$ cat config.mk
export PLATFORM = sky130hd
export DESIGN_NAME = dmem_ctrl
export DESIGN_NICKNAME = d
export VERILOG_FILES = /design/src/rtl/riscv_mem_pkg.sv /design/src/rtl/load_store_align.sv /design/src/rtl/dmem_ctrl.sv
export SDC_FILE = /design/constraint.sdc
export NUM_CORES = 1
export LEC_CHECK = 0
export CAP_MARGIN = 20
export CELL_PAD_IN_SITES_DETAIL_PLACEMENT = 0
export CELL_PAD_IN_SITES_GLOBAL_PLACEMENT = 2
export CORE_MARGIN = 2
export CORE_UTILIZATION = 27
export DETAILED_ROUTE_END_ITERATION = 6
export PLACE_DENSITY_LB_ADDON = 0.1
export SYNTH_ARGS = -nofsm -noshare
export SYNTH_HDL_FRONTEND = slang
export SYNTH_HIERARCHICAL = 1
export SYNTH_SLANG_ARGS = --single-unit
export TNS_END_PERCENT = 10
$ cat constraint.sdc
create_clock -name CLK -period 6.3 [get_ports CLK]
set_input_delay 1.575 -clock CLK [delete_from_list [all_inputs] [get_ports CLK]]
set_output_delay 1.575 -clock CLK [all_outputs]
set_load 0.02 [all_outputs]
$ cat src/rtl/riscv_mem_pkg.sv
// Shared constants and FSM state type for the MEM-stage data-memory path.
package riscv_mem_pkg;

    localparam logic [2:0] F3_B  = 3'b000;
    localparam logic [2:0] F3_H  = 3'b001;
    localparam logic [2:0] F3_W  = 3'b010;
    localparam logic [2:0] F3_BU = 3'b100;
    localparam logic [2:0] F3_HU = 3'b101;

    localparam logic [6:0] OP_LOAD  = 7'b0000011;
    localparam logic [6:0] OP_STORE = 7'b0100011;

    typedef enum logic [1:0] {
        IDLE = 2'd0,
        REQ  = 2'd1,
        DONE = 2'd2
    } dmem_state_t;

endpackage

$ cat src/rtl/load_store_align.sv
// Combinational lane logic: misalignment check, byte-enable/write-data steering,
// and load-data extraction with sign or zero extension.
module load_store_align
    import riscv_mem_pkg::*;
(
    input  logic [2:0]  funct3,
    input  logic [1:0]  addr_lo,
    input  logic [31:0] wdata,
    input  logic [31:0] rdata_word,
    output logic        misaligned,
    output logic [3:0]  be,
    output logic [31:0] wdata_lanes,
    output logic [31:0] rdata_ext
);

    logic [31:0] byte_shifted;
    logic [31:0] half_shifted;

    assign byte_shifted = rdata_word >> {addr_lo, 3'b000};
    assign half_shifted = rdata_word >> {addr_lo[1], 4'b0000};

    // Reserved size codes fall through to the word path.
    always_comb begin
        misaligned  = 1'b0;
        be          = 4'b1111;
        wdata_lanes = wdata;
        rdata_ext   = rdata_word;
        case (funct3)
            F3_B, F3_BU: begin
                be          = 4'b0001 << addr_lo;
                wdata_lanes = {4{wdata[7:0]}};
                rdata_ext   = (funct3 == F3_B) ? {{24{byte_shifted[7]}}, byte_shifted[7:0]}
                                               : {24'b0, byte_shifted[7:0]};
            end
            F3_H, F3_HU: begin
                misaligned  = addr_lo[0];
                be          = 4'b0011 << {addr_lo[1], 1'b0};
                wdata_lanes = {2{wdata[15:0]}};
                rdata_ext   = (funct3 == F3_H) ? {{16{half_shifted[15]}}, half_shifted[15:0]}
                                               : {16'b0, half_shifted[15:0]};
            end
            default: begin
                misaligned = (addr_lo != 2'b00);
            end
        endcase
    end

endmodule

$ cat src/rtl/dmem_ctrl.sv
// MEM-stage data-memory responder: single-outstanding req/ack bus access with
// pipeline stall generation, timeout abort and aligned load-data return.
module dmem_ctrl
    import riscv_mem_pkg::*;
#(
    parameter int TIMEOUT_CYCLES = 64,
    parameter int ADDR_W         = 32
) (
    input  logic              CLK,
    input  logic              RST,
    input  logic              IM_MEMREAD,
    input  logic              IM_MEMWRITE,
    input  logic [2:0]        IM_FUNCT3,
    input  logic [ADDR_W-1:0] IM_ADDR,
    input  logic [31:0]       IM_WDATA,
    output logic              MEM_RDY,
    output logic [31:0]       IM_RDATA,
    output logic              MISALIGNED,
    output logic              BUS_ERR,
    output logic              BUS_REQ,
    output logic              BUS_WE,
    output logic [ADDR_W-1:0] BUS_ADDR,
    output logic [3:0]        BUS_BE,
    output logic [31:0]       BUS_WDATA,
    input  logic              BUS_ACK,
    input  logic [31:0]       BUS_RDATA,
    output dmem_state_t       DBG_STATE
);

    localparam int CNT_W = (TIMEOUT_CYCLES > 2) ? $clog2(TIMEOUT_CYCLES) : 1;
    localparam bit TIMEOUT_EN = (TIMEOUT_CYCLES > 0);
    localparam logic [CNT_W-1:0] CNT_LAST = CNT_W'((TIMEOUT_CYCLES > 0) ? TIMEOUT_CYCLES - 1 : 0);

    dmem_state_t      state, state_next;
    logic [CNT_W-1:0] cnt;
    logic [2:0]       funct3_q;
    logic [1:0]       addr_lo_q;
    logic [31:0]      rdata_q;

    logic        req;
    logic        is_store;
    logic        start;
    logic        timed_out;
    logic [2:0]  sel_funct3;
    logic [1:0]  sel_addr_lo;
    logic        misaligned;
    logic [3:0]  be;
    logic [31:0] wdata_lanes;
    logic [31:0] rdata_ext;

    assign req       = IM_MEMREAD | IM_MEMWRITE;
    assign is_store  = IM_MEMWRITE;
    assign start     = (state == IDLE) && req && !misaligned;
    assign timed_out = TIMEOUT_EN && (state == REQ) && !BUS_ACK && (cnt == CNT_LAST);
    assign DBG_STATE = state;

    // Outside IDLE the lane logic must decode the captured access, not live inputs.
    assign sel_funct3  = (state == IDLE) ? IM_FUNCT3   : funct3_q;
    assign sel_addr_lo = (state == IDLE) ? IM_ADDR[1:0] : addr_lo_q;

    load_store_align u_align (
        .funct3      (sel_funct3),
        .addr_lo     (sel_addr_lo),
        .wdata       (IM_WDATA),
        .rdata_word  (BUS_RDATA),
        .misaligned  (misaligned),
        .be          (be),
        .wdata_lanes (wdata_lanes),
        .rdata_ext   (rdata_ext)
    );

    always_ff @(posedge CLK) begin
        if (RST) begin
            state <= IDLE;
        end else begin
            state <= state_next;
        end
    end

    always_comb begin
        state_next = state;
        case (state)
            IDLE:    if (start) state_next = REQ;
            REQ:     if (BUS_ACK || timed_out) state_next = DONE;
            DONE:    state_next = IDLE;
            default: state_next = IDLE;
        endcase
    end

    always_comb begin
        MEM_RDY    = 1'b1;
        MISALIGNED = 1'b0;
        IM_RDATA   = rdata_q;
        case (state)
            IDLE: begin
                if (req && misaligned) begin
                    MISALIGNED = 1'b1;
                    IM_RDATA   = 32'b0;
                end else if (req) begin
                    MEM_RDY = 1'b0;
                end
            end
            REQ:     MEM_RDY = 1'b0;
            default: MEM_RDY = 1'b1;
        endcase
    end

    // Bus-side registers; BUS_WE doubles as the store flag while in REQ.
    always_ff @(posedge CLK) begin
        if (RST) begin
            BUS_REQ   <= 1'b0;
            BUS_WE    <= 1'b0;
            BUS_ADDR  <= '0;
            BUS_BE    <= 4'b0;
            BUS_WDATA <= 32'b0;
            BUS_ERR   <= 1'b0;
            rdata_q   <= 32'b0;
            cnt       <= '0;
            funct3_q  <= 3'b0;
            addr_lo_q <= 2'b0;
        end else begin
            case (state)
                IDLE: begin
                    if (start) begin
                        BUS_REQ   <= 1'b1;
                        BUS_WE    <= is_store;
                        BUS_ADDR  <= {IM_ADDR[ADDR_W-1:2], 2'b00};
                        BUS_BE    <= be;
                        BUS_WDATA <= wdata_lanes;
                        funct3_q  <= IM_FUNCT3;
                        addr_lo_q <= IM_ADDR[1:0];
                        cnt       <= '0;
                    end
                end
                REQ: begin
                    if (BUS_ACK) begin
                        BUS_REQ <= 1'b0;
                        BUS_WE  <= 1'b0;
                        rdata_q <= BUS_WE ? 32'b0 : rdata_ext;
                    end else if (timed_out) begin
                        BUS_REQ <= 1'b0;
                        BUS_WE  <= 1'b0;
                        rdata_q <= 32'b0;
                        BUS_ERR <= 1'b1;
                    end else begin
                        cnt <= cnt + 1'b1;
                    end
                end
                DONE: begin
                    BUS_ERR <= 1'b0;
                    cnt     <= '0;
                end
                default: ;
            endcase
        end
    end

endmodule

Word level (Yosys, flattened, before mapping)
Index checks and enable logic that the tools add are counted.
{ "totals": {"reg_bits": 114, "in_bits": 104, "output_inout_bits": 107, "elab_cells": 86} }
{ "classes": {"add_sub_neg": 1, "n_eq_ne": 12, "shifts": 4, "mux": 34, "n_bitwise": 1, "reduce_logical": 23} }
{ "ops": {"columns": ["op", "count"], "rows": [
  ["two-way mux 32 bit", 7],
  ["one-hot mux 32 bit (2 select lines)", 2],
  ["right shift 32 x 5 -> 16 bit", 1],
  ["right shift 32 x 5 -> 8 bit", 1],
  ["two-way mux 6 bit", 3],
  ["one-hot mux 6 bit (3 select lines)", 1],
  ["two-way mux 1 bit", 10],
  ["one-hot mux 1 bit (2 select lines)", 5],
  ["!= test 2 bit (second input constant)", 4],
  ["one-hot mux 4 bit (2 select lines)", 1],
  ["nonzero test 2 bit", 4],
  ["adder 6 x 1 -> 6 bit (second input constant)", 1],
  ["equality test 3 bit (second input constant)", 2],
  ["equality test 6 bit (second input constant)", 1],
  ["two-way mux 2 bit", 3],
  ["AND reduction 2 bit", 3],
  ["AND reduction 3 bit", 2],
  ["logical AND 1 bit", 5],
  ["one-hot mux 2 bit (2 select lines)", 1],
  ["AND reduction 4 bit", 1],
  ["OR reduction 2 bit", 2],
  ["<< shifter 1 x 2 -> 4 bit (first input constant)", 1],
  ["<< shifter 2 x 2 -> 4 bit (first input constant)", 1],
  ["equality test 3 x 1 -> 1 bit (second input constant)", 1],
  ["11 further kinds", 12]
]} }

Depth between registers and ports, before layout
Gate-level depths: netlist of the first run.
{ "logic_depth": {"depth_word": 9, "ltp_mapped": 13, "mapped_depth_nobuf": 8} }

Cells and area by module
The synthesis of the first run kept the hierarchy.
{ "by_module_without_submodules": {"columns": ["mod", "n_inst", "cells_each", "area_each_um2"], "rows": [
  ["dmem_ctrl", 1, 492, 4370.4],
  ["load_store_align", 1, 189, 1234.9]
]} }

Worst setup path before layout of the first run
No wires, ideal clock.
{ "synth_timing": {"path_kind": "input-to-output", "from": "in IM_FUNCT3[1]", "to": "out IM_RDATA[10]", "t_arrival_ns": 3.180, "required_time_ns": 4.725, "path_slack_ns": 1.545, "path_stages": 9, "n_path_buf": 4, "cell_sequence": "mux2_2 -> buf_2 -> buf_2 -> a21oi_1 -> nor2_1 -> clkbuf_1 -> nand3b_1 -> clkbuf_1 -> and2_1"} }
{ "synth_via": {"elab_chain_len": 7} }
{ "synth_rtl": {"columns": ["item", "line", "rtl"], "rows": [
  ["from (decl)", "dmem_ctrl.sv:13", "input logic [2:0] IM_FUNCT3,"],
  ["two-way mux 3 bit *", "dmem_ctrl.sv:58", "assign sel_funct3 = (state == IDLE) ? IM_FUNCT3 : funct3_q;"],
  ["equality test 3 bit, or another cell as far along", "load_store_align.sv:28", "case (funct3)"],
  ["OR reduction 2 bit", "load_store_align.sv:28", null],
  ["one-hot mux 1 bit (2 select lines) *", "load_store_align.sv:28", null],
  ["named net misaligned", "dmem_ctrl.sv:46", "logic misaligned;"],
  ["logical AND 1 bit *", "dmem_ctrl.sv:96", "if (req && misaligned) begin"],
  ["two-way mux 32 bit *", "dmem_ctrl.sv:96", null],
  ["two-way mux 32 bit *", "dmem_ctrl.sv:94", "case (state)"],
  ["to (decl)", "dmem_ctrl.sv:17", "output logic [31:0] IM_RDATA,"]
]} }
Mark *: on every way through the listed nets, which the timed path passes. The rest lies on a longest branch.

Final worst setup path of the first run
{ "layout_timing": {"from": "in IM_ADDR[1]", "to": "out IM_RDATA[4]"} }
{ "layout_via": {"elab_chain_len": 6} }
{ "layout_rtl": {"columns": ["item", "line", "rtl"], "rows": [
  ["from (decl)", "dmem_ctrl.sv:14", "input logic [ADDR_W-1:0] IM_ADDR,"],
  ["two-way mux 2 bit", "dmem_ctrl.sv:59", "assign sel_addr_lo = (state == IDLE) ? IM_ADDR[1:0] : addr_lo_q;"],
  ["named net sel_addr_lo[1]", "dmem_ctrl.sv:45", "logic [1:0] sel_addr_lo;"],
  ["nonzero test 2 bit", "load_store_align.sv:43", "misaligned = (addr_lo != 2'b00);"],
  ["one-hot mux 1 bit (2 select lines)", "load_store_align.sv:28", null],
  ["named net misaligned", "dmem_ctrl.sv:46", null],
  ["logical AND 1 bit", "dmem_ctrl.sv:96", null],
  ["two-way mux 32 bit", "dmem_ctrl.sv:96", null],
  ["two-way mux 32 bit", "dmem_ctrl.sv:94", null]
]} }
The timed path passes the listed nets, and every way through them passes these cells.

==> run_summary.xml, run 1 <==
<?xml version="1.0" encoding="UTF-8"?>
<metrics>
  <group name="run_status">
    <metric name="result_of_the_run" unit="">complete, no violations</metric>
  </group>
  <group name="clock_network">
    <metric name="clkSlewWorstSetupHoldPaths" unit="ns">0.05</metric>
    <metric name="cts_sinks" unit="">114</metric>
    <metric name="cts_inserted_buffers" unit="">17</metric>
    <metric name="cts_max_path_buffers" unit="">2</metric>
    <metric name="clock_insertion_delay_worst_skew" unit="ns">0.42</metric>
    <metric name="post-cts-setup-buffers" unit="">0</metric>
    <metric name="cts-root-buf" unit="">sky130_fd_sc_hd__clkbuf_16</metric>
    <metric name="h_tree_depth" unit="">4</metric>
    <metric name="cts_tree" unit="">yes</metric>
    <metric name="ctsResizeCount" unit="">0</metric>
    <metric name="cts_hold_buffers" unit="">0</metric>
  </group>
  <group name="die">
    <metric name="io-pin-count" unit="">211</metric>
    <metric name="rows" unit="">52</metric>
    <metric name="floorplan.die_area" unit="um2">21900</metric>
    <metric name="placeableCoreArea" unit="um2">20300</metric>
    <metric name="die_w" unit="um">148</metric>
    <metric name="die_height" unit="um">148</metric>
    <metric name="initial_util" unit="%">27.6</metric>
  </group>
  <group name="sta">
    <metric name="grt_setup_unrepaired" unit="">false</metric>
    <metric name="slew_violations" unit="">0</metric>
    <metric name="timing.clock.skew" unit="ns">0.00994</metric>
    <metric name="fin_crit_sh" unit="%">87.2</metric>
    <metric name="setup-violations-final" unit="">0</metric>
    <metric name="worst_pin_slew" unit="ns">0.900</metric>
    <metric name="finalWorstSetupSlack" unit="ns">0.807</metric>
    <metric name="max_freq" unit="MHz">182</metric>
    <metric name="post_route_minimum_period" unit="ns">5.49</metric>
    <metric name="setup_tns" unit="ns">0</metric>
    <metric name="timing_hold_violations_final" unit="">0</metric>
    <metric name="slew_headroom" unit="%">40.0</metric>
  </group>
  <group name="logic_synthesis">
    <metric name="synth_adder_area_share" unit="%">0.223</metric>
    <metric name="ys.warnings.count" unit="">6</metric>
    <metric name="largest_family_of_logic_cells_by_synthesized_area" unit="">simple AND/OR/NAND/NOR gates</metric>
    <metric name="synth.yosys.seq_area_share" unit="%">40.7</metric>
    <metric name="compound_gate_fraction_of_synth_area" unit="%">21.2</metric>
    <metric name="synth_enable_flop_cells" unit="">0</metric>
    <metric name="instance_count_of_the_mapped_netlist" unit="">681</metric>
    <metric name="synth.area.mux_share" unit="%">6.21</metric>
    <metric name="yosys_register_bits" unit="">114</metric>
    <metric name="average_footprint_of_a_synthesized_cell" unit="um2">8.23</metric>
    <metric name="post_synth_and_or_nand_nor_area_fraction" unit="%">22.7</metric>
    <metric name="synth-async-reset-ratio" unit="%">0</metric>
    <metric name="synth_ff_type" unit="">sky130_fd_sc_hd__dfxtp_1</metric>
    <metric name="xor_xnor_fraction_of_synth_area" unit="%">0</metric>
    <metric name="ys_types" unit="">54</metric>
    <metric name="post_synth_instance_area" unit="um2">5610</metric>
  </group>
  <group name="hold_path">
    <metric name="hold_critical_path_depth" unit="">2</metric>
    <metric name="timing.hold.worst.class" unit="">reg -&gt; reg</metric>
    <metric name="min_to" unit="">BUS_WDATA[31]$_SDFFE_PP0P_</metric>
    <metric name="min-delay-start" unit="">BUS_WDATA[31]$_SDFFE_PP0P_</metric>
  </group>
  <group name="job">
    <metric name="timing.max_cap.violations" unit="">0</metric>
  </group>
  <group name="critical_path">
    <metric name="crit_slowest_cell" unit="">sky130_fd_sc_hd__clkdlybuf4s50_1</metric>
    <metric name="path_class" unit="">in -&gt; out</metric>
    <metric name="regToRegEndpoint" unit="">BUS_WDATA[12]$_SDFFE_PP0P_</metric>
    <metric name="setup.worst_path.start_class" unit="">input pin</metric>
    <metric name="worst_endpoint_required_time" unit="ns">4.72</metric>
    <metric name="worst-r2r-setup-slack" unit="ns">2.54</metric>
    <metric name="critical_path.max_fanout" unit="">33</metric>
    <metric name="reg2reg_depth" unit="">9</metric>
    <metric name="r2r-start" unit="">DBG_STATE[1]$_SDFFE_PP0P_</metric>
    <metric name="critical_path.cell_chain" unit="">clkdlybuf4s50_1 -&gt; mux2_2 -&gt; nor2_1 -&gt; nor2_1 -&gt; nand3b_1 -&gt; buf_4 -&gt; and2_1 -&gt; clkdlybuf4s50_1</metric>
    <metric name="path_delay_family" unit="">buffers and inverters</metric>
    <metric name="worstPathArrival" unit="ns">3.92</metric>
    <metric name="end_kind" unit="">output port</metric>
    <metric name="critical_path.max_stage_delay" unit="ns">0.53</metric>
    <metric name="cp.buffers_inverters" unit="">3</metric>
  </group>
  <group name="final_layout">
    <metric name="area_delta_synth_final" unit="%">47.4</metric>
    <metric name="final_core_util" unit="%">40.7</metric>
    <metric name="diodes" unit="">0</metric>
    <metric name="layout.cells.most_common" unit="">sky130_fd_sc_hd__clkdlybuf4s50_1</metric>
    <metric name="final_area" unit="um2">8260</metric>
    <metric name="drive_above_1_share" unit="%">8.20</metric>
    <metric name="layout_common_cells" unit="">sky130_fd_sc_hd__clkdlybuf4s50_1, sky130_fd_sc_hd__nand2_1, sky130_fd_sc_hd__dfxtp_1</metric>
    <metric name="finalNetCount" unit="">959</metric>
  </group>
  <group name="global_route">
    <metric name="grt_start_max_net_pins" unit="">79</metric>
    <metric name="globalRouteOverflowTotal" unit="">0</metric>
    <metric name="grt_antenna_before_repair" unit="">0</metric>
    <metric name="first_global_vias" unit="">5182</metric>
    <metric name="global_route.usage.total" unit="%">17.1</metric>
    <metric name="wire_length_of_the_first_global_routing_pass" unit="um">29200</metric>
  </group>
  <group name="placement">
    <metric name="hpwl" unit="um">13200</metric>
    <metric name="gp_congestion" unit="">0.789</metric>
    <metric name="placement.cell_area" unit="um2">7660</metric>
    <metric name="dpl_worst_slack" unit="ns">0.815</metric>
    <metric name="io_buffers" unit="">208</metric>
  </group>
  <group name="power_and_ir_drop">
    <metric name="peakVddDrop" unit="mV">0.194</metric>
    <metric name="design_power_total" unit="W">0.00272</metric>
    <metric name="leakage_power_figure" unit="nW">3.15</metric>
    <metric name="power_per_cell_area" unit="nW/um2">329</metric>
  </group>
  <group name="route">
    <metric name="num_vias" unit="">5261</metric>
    <metric name="first_iter_violations" unit="">267</metric>
    <metric name="drt_drc_violations_left" unit="">0</metric>
    <metric name="postRouteAntennaNets" unit="">0</metric>
    <metric name="wl_per_cell" unit="um">16.5</metric>
    <metric name="routed_wl" unit="um">18800</metric>
    <metric name="detailed_route_vias_per_instance" unit="">4.63</metric>
    <metric name="dr.pass1.iters" unit="">6</metric>
  </group>
</metrics>
[Yosys cell counts (all sizes together), types with 5 or more instances]
cell,n,share of area [%]
o21bai,5,0.74
o22ai,17,1.9
nor2b,20,2.3
nand3,5,0.45
mux2,16,3.3
inv,12,0.80
a22o,32,5.0
o21ai,13,1.2
clkbuf,17,1.1
nor2,20,1.3
o221ai,8,1.3
mux2i,16,2.9
buf,48,6.9
a21oi,78,7.3
dfxtp,114,41
nand2,184,12
a221o,7,1.3
and2,33,3.7
[per-stage QoR]
stage | std cells | hold slack [ns]
floorplan | 682 | 0.434
CTS | 1136 | 0.455
global placement | 1104 | 0.443
global route | 1136 | 0.466
detailed placement | 1105 | 0.446
finish | 1136 | 0.453
[power by group]
| group | internal, W | switching (W) | leakage [nW] |
|---|---|---|---|
| registers | 0.000808 | 0.0000494 | 0.932 |
| clock network | 0.000650 | 0.000349 | 0.292 |
| logic | 0.000372 | 0.000491 | 1.93 |
| total | 0.00183 | 0.000890 | 3.15 |
[area by class of cell]
class / count / area, um2
inverters: 12 / 45.0
clock buffers: 22 / 474
clock inverters: 9 / 129
repair buffers: 218 / 2160
well taps: 270 / 338
fillers: 2077 / 12000
multi-input cells: 491 / 2830
flip-flops and latches: 114 / 2280
[layer usage]
metal | routed length (um) | global-route usage [%]
met4 | 259 | 5.05
met2 | 8350 | 26.0
met1 | 8850 | 23.1
met5 | 0 | 0
met3 | 1320 | 5.43
[registers in the layout (all words and copies together) (netlist names)]
signal	count
BUS_ERR	1
cnt	6
BUS_ADDR	30
rdata_q	32
BUS_WE	1
BUS_WDATA	32
BUS_REQ	1
BUS_BE	4
funct3_q	3
DBG_STATE	2
addr_lo_q	2
[tightest hold or removal path: cells and delay by family, from the launching register on]
kind | cells | cell delay (ns)
AOI/OAI and AO/OA | 1 | 0.05
and+or+nand+nor | 1 | 0.05
DFF | 1 | 0.30
[cell families (layout without fill, tap and decap cells)]
kind of cell	after synthesis	in the layout
adders and majority gates	1	1
AOI/OAI and AO/OA	175	175
other	1	2
and+or+nand+nor	281	281
buffers and inverters	77	261
DFF	114	114
muxes	32	32
[worst max path at each step]
stage | startpoint | to | slack [ns] | cells past startpoint
final | IM_ADDR[1] | IM_RDATA[4] | 0.81 | 8
after global routing | IM_ADDR[1] | IM_RDATA[12] | 0.61 | 8
after detailed placement | IM_ADDR[1] | IM_RDATA[4] | 0.81 | 8
after floorplan | IM_FUNCT3[1] | IM_RDATA[10] | 1.54 | 9
after global placement | IM_ADDR[1] | IM_RDATA[7] | 0.82 | 8
after CTS | IM_ADDR[1] | IM_RDATA[4] | 0.81 | 8
No activity file was read; power rests on OpenSTA's default activity.
==> run 2, diff against run 1 <==
--- a/config.mk
+++ b/config.mk
@@ -8,6 +8,7 @@
 export CAP_MARGIN = 20
 export CELL_PAD_IN_SITES_DETAIL_PLACEMENT = 0
 export CELL_PAD_IN_SITES_GLOBAL_PLACEMENT = 2
+export CORE_ASPECT_RATIO = 1.75
 export CORE_MARGIN = 2
 export CORE_UTILIZATION = 27
 export DETAILED_ROUTE_END_ITERATION = 6
==> run 2 against run 1 <==
The flow now finishes with violations (DRC). Clock skew shrank 0.0048 ns. Final area is essentially flat. Combinational power grew 0.8%. Non-clock buffer count grew 1. Final cell count shrank 1.7%. Sequential share of layout area is essentially flat. Fmax grew 0.78%. Critical path type unchanged. Critical endpoint is now IM_RDATA[10].
==> run_summary.xml, run 2 (synthesis gave the netlist of run 1 again) <==
<?xml version="1.0" encoding="UTF-8"?>
<metrics>
  <group name="run_status">
    <metric name="result_of_the_run" unit="">finished with violations</metric>
    <metric name="violations" unit="">DRC</metric>
  </group>
  <group name="hold_path">
    <metric name="timing.hold.worst.class" unit="">reg -&gt; reg</metric>
  </group>
  <group name="critical_path">
    <metric name="critical_path.max_fanout" unit="">33</metric>
    <metric name="setup.worst_path.start_class" unit="">input pin</metric>
    <metric name="end_kind" unit="">output port</metric>
    <metric name="worstPathArrival" unit="ns">3.88</metric>
    <metric name="worst_endpoint_required_time" unit="ns">4.72</metric>
    <metric name="path_class" unit="">in -&gt; out</metric>
  </group>
  <group name="route">
    <metric name="num_vias" unit="">5291</metric>
    <metric name="first_iter_violations" unit="">223</metric>
    <metric name="dr.pass1.iters" unit="">7</metric>
    <metric name="drt_drc_violations_left" unit="">12</metric>
    <metric name="postRouteAntennaNets" unit="">0</metric>
    <metric name="wl_per_cell" unit="um">17.7</metric>
    <metric name="detailed_route_vias_per_instance" unit="">4.74</metric>
    <metric name="routed_wl" unit="um">19800</metric>
  </group>
  <group name="clock_network">
    <metric name="h_tree_depth" unit="">4</metric>
    <metric name="cts_hold_buffers" unit="">0</metric>
    <metric name="clock_insertion_delay_worst_skew" unit="ns">0.41</metric>
    <metric name="cts_tree" unit="">yes</metric>
    <metric name="cts_sinks" unit="">114</metric>
    <metric name="ctsResizeCount" unit="">0</metric>
    <metric name="cts_inserted_buffers" unit="">17</metric>
    <metric name="cts_max_path_buffers" unit="">2</metric>
    <metric name="cts-root-buf" unit="">sky130_fd_sc_hd__clkbuf_16</metric>
    <metric name="clkSlewWorstSetupHoldPaths" unit="ns">0.05</metric>
    <metric name="post-cts-setup-buffers" unit="">0</metric>
  </group>
  <group name="placement">
    <metric name="gp_congestion" unit="">0.818</metric>
    <metric name="io_buffers" unit="">208</metric>
    <metric name="hpwl" unit="um">14600</metric>
    <metric name="dpl_worst_slack" unit="ns">0.843</metric>
    <metric name="post-place-cells" unit="">1084</metric>
  </group>
  <group name="die">
    <metric name="floorplan.die_area" unit="um2">22000</metric>
    <metric name="io-pin-count" unit="">211</metric>
    <metric name="placeableCoreArea" unit="um2">20400</metric>
    <metric name="rows" unit="">69</metric>
    <metric name="die_height" unit="um">195</metric>
    <metric name="initial_util" unit="%">27.5</metric>
    <metric name="die_w" unit="um">113</metric>
  </group>
  <group name="power_and_ir_drop">
    <metric name="leakage_power_figure" unit="nW">3.17</metric>
    <metric name="peakVddDrop" unit="mV">0.169</metric>
    <metric name="design_power_total" unit="W">0.00272</metric>
    <metric name="power_per_cell_area" unit="nW/um2">329</metric>
  </group>
  <group name="sta">
    <metric name="fin_crit_sh" unit="%">86.5</metric>
    <metric name="setup-violations-final" unit="">0</metric>
    <metric name="post_route_minimum_period" unit="ns">5.45</metric>
    <metric name="finalWorstSetupSlack" unit="ns">0.849</metric>
    <metric name="timing.clock.skew" unit="ns">0.00518</metric>
    <metric name="final_hold_slack" unit="ns">0.452</metric>
    <metric name="worst_pin_slew" unit="ns">0.916</metric>
    <metric name="timing_hold_violations_final" unit="">0</metric>
    <metric name="setup_tns" unit="ns">0</metric>
    <metric name="grt_setup_unrepaired" unit="">false</metric>
    <metric name="slew_violations" unit="">0</metric>
    <metric name="slew_headroom" unit="%">38.9</metric>
    <metric name="max_freq" unit="MHz">183</metric>
  </group>
  <group name="final_layout">
    <metric name="instances_no_fill" unit="">1117</metric>
    <metric name="area_delta_synth_final" unit="%">47.5</metric>
    <metric name="drive_above_1_share" unit="%">8.19</metric>
    <metric name="reg.largest.list" unit="">BUS_WDATA (32), rdata_q (32), BUS_ADDR (30)</metric>
    <metric name="finalNetCount" unit="">960</metric>
    <metric name="layout_common_cells" unit="">sky130_fd_sc_hd__clkdlybuf4s50_1, sky130_fd_sc_hd__nand2_1, sky130_fd_sc_hd__dfxtp_1</metric>
    <metric name="layout.cells.most_common" unit="">sky130_fd_sc_hd__clkdlybuf4s50_1</metric>
  </group>
  <group name="job">
    <metric name="timing.max_cap.violations" unit="">0</metric>
  </group>
  <group name="global_route">
    <metric name="wire_length_of_the_first_global_routing_pass" unit="um">30600</metric>
    <metric name="global_route.usage.total" unit="%">18.0</metric>
    <metric name="first_global_vias" unit="">5427</metric>
    <metric name="grt_start_max_net_pins" unit="">79</metric>
    <metric name="globalRouteOverflowTotal" unit="">0</metric>
    <metric name="grt_antenna_before_repair" unit="">1</metric>
  </group>
</metrics>
==> run 2: final timing paths <==
path	end	startpoint	slack [ns]	cells past startpoint
hold reg to reg	BUS_ADDR[22]$_SDFFE_PP0P_	BUS_ADDR[22]$_SDFFE_PP0P_	0.45	2
setup reg to reg	BUS_WDATA[22]$_SDFFE_PP0P_	DBG_STATE[0]$_SDFFE_PP0P_	2.61	9
hold / removal	BUS_ADDR[22]$_SDFFE_PP0P_	BUS_ADDR[22]$_SDFFE_PP0P_	0.45	2
setup / recovery	IM_RDATA[10]	IM_ADDR[0]	0.85	9
==> run 2: routing by layer <==
metal | vias to the layer above | share of wire (%) | track usage, %
li1 | 2665 | - | -
met4 | 0 | 1.8 | 6.64
met3 | 15 | 6.1 | 4.93
met1 | 2461 | 38 | 19.4
met2 | 150 | 54 | 33.3
met5 | - | 0 | 0
==> run 2: area by class of cell <==
class                           instances  area [um2]
Multi-Input combinational cell        491        2830
Clock inverter                          3        65.1
Fill cell                            2126       12100
Inverter                               12        45.0
Timing Repair Buffer                  219        2180
Tap cell                              248         310
Sequential cell                       114        2280
Antenna cell                            2        5.00
Clock buffer                           28         547
==> run 2: report_power, final <==
part / internal, W / total (W) / switching (W)
Sequential: 0.000809 / 0.000857 / 0.0000481
Combinational: 0.000374 / 0.000870 / 0.000496
Clock: 0.000664 / 0.000989 / 0.000325
==> run 2: per-stage QoR <==
stage | cell area, um2 | utilization [%]
2_1_floorplan | 5610 | -
3_3_place_gp | 7620 | 37.4
3_5_place_dp | 7650 | 37.5
4_1_cts | 8260 | 40.5
5_1_grt | 8270 | 40.6
6_report | 8270 | 40.6
==> run 2: critical path, cell delays in order <==
cell and delay [ns]:
sky130_fd_sc_hd__clkdlybuf4s50_1 0.42, sky130_fd_sc_hd__mux2_2 0.35, sky130_fd_sc_hd__a21oi_1 0.17, sky130_fd_sc_hd__nor2_1 0.05, sky130_fd_sc_hd__buf_4 0.16, sky130_fd_sc_hd__nand3b_1 0.08, sky130_fd_sc_hd__buf_4 0.27, sky130_fd_sc_hd__and2_1 0.17
sky130_fd_sc_hd__clkdlybuf4s50_1 0.60
==> run 3, diff against run 2 <==
--- a/config.mk
+++ b/config.mk
@@ -13,6 +13,7 @@
 export CORE_UTILIZATION = 27
 export DETAILED_ROUTE_END_ITERATION = 6
 export PLACE_DENSITY_LB_ADDON = 0.1
+export SLEW_MARGIN = 20
 export SYNTH_ARGS = -nofsm -noshare
 export SYNTH_HDL_FRONTEND = slang
 export SYNTH_HIERARCHICAL = 1
==> run 3 against run 2 <==
Critical path depth stayed put. Via count is 0.74% higher. Critical endpoint unchanged. The run still ends with DRC left. Hold slack better by 0.00085 ns. Die area stayed put. Sequential cell count stayed put.
==> run_summary.xml, run 3 (synthesis gave the netlist of run 1 again) <==
<?xml version="1.0" encoding="UTF-8"?>
<metrics>
  <group name="run_status">
    <metric name="result_of_the_run" unit="">finished with violations</metric>
    <metric name="violations" unit="">DRC</metric>
  </group>
  <group name="power_and_ir_drop">
    <metric name="comb_power_share" unit="%">33.1</metric>
    <metric name="seq_power_share" unit="%">32.7</metric>
    <metric name="power_per_cell_area" unit="nW/um2">321</metric>
    <metric name="leakage_power_figure" unit="nW">3.13</metric>
    <metric name="p_switching" unit="W">0.000884</metric>
    <metric name="cellInternalPower" unit="W">0.00174</metric>
    <metric name="peakVddDrop" unit="mV">0.166</metric>
    <metric name="power.switching_fraction" unit="%">33.7</metric>
    <metric name="power_frac_clock" unit="%">34.2</metric>
  </group>
  <group name="critical_path">
    <metric name="path_class" unit="">in -&gt; out</metric>
    <metric name="critical_path.max_stage_delay" unit="ns">0.60</metric>
    <metric name="critical_path.max_fanout" unit="">33</metric>
    <metric name="worst_endpoint_required_time" unit="ns">4.72</metric>
    <metric name="reg2reg_depth" unit="">9</metric>
    <metric name="r2r-start" unit="">DBG_STATE[0]$_SDFFE_PP0P_</metric>
    <metric name="crit_end" unit="">IM_RDATA[10]</metric>
    <metric name="worst-r2r-setup-slack" unit="ns">2.62</metric>
    <metric name="end_kind" unit="">output port</metric>
    <metric name="critical_path.cell_chain" unit="">clkdlybuf4s50_1 -&gt; mux2_2 -&gt; a21oi_1 -&gt; nor2_1 -&gt; buf_4 -&gt; nand3b_1 -&gt; buf_4 -&gt; and2_1 -&gt; clkdlybuf4s50_1</metric>
    <metric name="setup.worst_path.start_class" unit="">input pin</metric>
    <metric name="worstPathArrival" unit="ns">3.88</metric>
    <metric name="crit_slowest_cell" unit="">sky130_fd_sc_hd__clkdlybuf4s50_1</metric>
    <metric name="regToRegEndpoint" unit="">BUS_WDATA[22]$_SDFFE_PP0P_</metric>
    <metric name="setup.worst_path.start" unit="">IM_ADDR[0]</metric>
  </group>
  <group name="route">
    <metric name="drt_drc_violations_left" unit="">11</metric>
    <metric name="postRouteAntennaNets" unit="">0</metric>
    <metric name="wl_per_cell" unit="um">17.7</metric>
    <metric name="num_vias" unit="">5330</metric>
    <metric name="routed_wl" unit="um">19800</metric>
    <metric name="dr.pass1.iters" unit="">7</metric>
    <metric name="first_iter_violations" unit="">210</metric>
    <metric name="detailed_route_vias_per_instance" unit="">4.78</metric>
  </group>
  <group name="die">
    <metric name="io-pin-count" unit="">211</metric>
    <metric name="floorplan.die_area" unit="um2">22000</metric>
    <metric name="die_w" unit="um">113</metric>
    <metric name="die_height" unit="um">195</metric>
    <metric name="placeableCoreArea" unit="um2">20400</metric>
    <metric name="rows" unit="">69</metric>
    <metric name="initial_util" unit="%">27.5</metric>
  </group>
  <group name="sta">
    <metric name="worst_pin_slew" unit="ns">0.936</metric>
    <metric name="slew_headroom" unit="%">37.6</metric>
    <metric name="final_hold_slack" unit="ns">0.453</metric>
    <metric name="finalWorstSetupSlack" unit="ns">0.849</metric>
    <metric name="timing.clock.skew" unit="ns">0.00673</metric>
    <metric name="grt_setup_unrepaired" unit="">false</metric>
    <metric name="fin_crit_sh" unit="%">86.5</metric>
    <metric name="post_route_minimum_period" unit="ns">5.45</metric>
    <metric name="setup_tns" unit="ns">0</metric>
    <metric name="timing_hold_violations_final" unit="">0</metric>
    <metric name="slew_violations" unit="">0</metric>
    <metric name="max_freq" unit="MHz">183</metric>
    <metric name="setup-violations-final" unit="">0</metric>
  </group>
  <group name="clock_network">
    <metric name="cts_tree" unit="">yes</metric>
    <metric name="ctsResizeCount" unit="">0</metric>
    <metric name="cts_hold_buffers" unit="">0</metric>
    <metric name="clock_insertion_delay_worst_skew" unit="ns">0.42</metric>
    <metric name="cts_max_path_buffers" unit="">2</metric>
    <metric name="clkSlewWorstSetupHoldPaths" unit="ns">0.06</metric>
    <metric name="cts-root-buf" unit="">sky130_fd_sc_hd__clkbuf_16</metric>
    <metric name="cts_inserted_buffers" unit="">17</metric>
    <metric name="h_tree_depth" unit="">4</metric>
    <metric name="post-cts-setup-buffers" unit="">0</metric>
    <metric name="cts_sinks" unit="">114</metric>
  </group>
  <group name="placement">
    <metric name="dpl_worst_slack" unit="ns">0.836</metric>
    <metric name="gp_congestion" unit="">0.818</metric>
    <metric name="placement.cell_area" unit="um2">7620</metric>
    <metric name="io_buffers" unit="">208</metric>
    <metric name="hpwl" unit="um">14500</metric>
  </group>
  <group name="final_layout">
    <metric name="layout_common_cells" unit="">sky130_fd_sc_hd__clkdlybuf4s50_1, sky130_fd_sc_hd__nand2_1, sky130_fd_sc_hd__dfxtp_1</metric>
    <metric name="finalNetCount" unit="">959</metric>
    <metric name="layout.cells.most_common" unit="">sky130_fd_sc_hd__clkdlybuf4s50_1</metric>
    <metric name="fillers" unit="">2159</metric>
    <metric name="drive_above_1_share" unit="%">8.42</metric>
    <metric name="area_delta_synth_final" unit="%">45.8</metric>
    <metric name="final_area" unit="um2">8170</metric>
    <metric name="final_core_util" unit="%">40.1</metric>
    <metric name="reg.largest.list" unit="">BUS_WDATA (32), rdata_q (32), BUS_ADDR (30)</metric>
  </group>
  <group name="global_route">
    <metric name="global_route.usage.total" unit="%">18.1</metric>
    <metric name="first_global_vias" unit="">5531</metric>
    <metric name="globalRouteOverflowTotal" unit="">0</metric>
    <metric name="wire_length_of_the_first_global_routing_pass" unit="um">30800</metric>
    <metric name="grt_antenna_before_repair" unit="">1</metric>
    <metric name="grt_start_max_net_pins" unit="">79</metric>
  </group>
  <group name="hold_path">
    <metric name="min-delay-start" unit="">BUS_ADDR[22]$_SDFFE_PP0P_</metric>
    <metric name="timing.hold.worst.class" unit="">reg -&gt; reg</metric>
  </group>
  <group name="job">
    <metric name="timing.max_cap.violations" unit="">0</metric>
  </group>
</metrics>
-- run 3: cell count changes in the layout (fill, tap and decap cells not counted), sizes merged --
cell and change:
clkinvlp +3, clkbuf -7, clkinv +6, diode -1
buf -1, bufinv -1
-- run 3: worst max-delay path, delay by kind of cell --
| family | cells | cell delay (ns) |
|---|---|---|
| multiplexers | 1 | 0.36 |
| buffers and inverters | 4 | 1.45 |
| AO/OA/AOI/OAI | 1 | 0.17 |
| AND/OR/NAND/NOR | 3 | 0.30 |
-- run 3: routing by layer --
metal  part of all wire (%)  track usage (%)  vias up
li1                       -                -     2662
met1                     37             18.6     2469
met2                     54             33.6      177
met3                    6.5             5.43       22
met4                    2.5             7.41        0
met5                      0                0        -
-- run 3: through the flow --
step / power [W] / instances
global route: 0.00277 / 1116
global placement: 0.00175 / 1083
CTS: 0.00267 / 1115
floorplan: 0.00144 / 682
detailed placement: 0.00175 / 1083
finish: 0.00262 / 1116
-- run 3: final cells by class --
cell class / instances / area [um2] / area share [%]
Clock buffer: 21 / 460 / 5.63
Antenna cell: 1 / 2.50 / 0.0306
Sequential cell: 114 / 2280 / 27.9
Timing Repair Buffer: 218 / 2150 / 26.3
Inverter: 12 / 45.0 / 0.551
Multi-Input combinational cell: 491 / 2830 / 34.7
Clock inverter: 11 / 87.6 / 1.07
Tap cell: 248 / 310 / 3.80
-- run 3: how the worst min path moves through the flow --
| stage | endpoint | slack (ns) | depth (start not counted) |
|---|---|---|---|
| finish | BUS_ADDR[22]$_SDFFE_PP0P_ | 0.45 | 2 |
| floorplan | addr_lo_q[0]$_SDFFE_PP0P_ | 0.43 | 2 |
| global placement | BUS_ADDR[13]$_SDFFE_PP0P_ | 0.44 | 2 |
| global route | BUS_ADDR[30]$_SDFFE_PP0P_ | 0.47 | 2 |
| CTS | BUS_ADDR[22]$_SDFFE_PP0P_ | 0.46 | 2 |
| detailed placement | BUS_ADDR[5]$_SDFFE_PP0P_ | 0.45 | 2 |
-- run 3: power groups by stage --
stage	clock network [W]	registers, W	logic [W]
final	0.000897	0.000857	0.000867
after detailed placement	0	0.000873	0.000881
after CTS	0.000926	0.000859	0.000884
after global placement	0	0.000870	0.000878
after global routing	0.000957	0.000869	0.000949
after floorplan	0	0.000943	0.000495
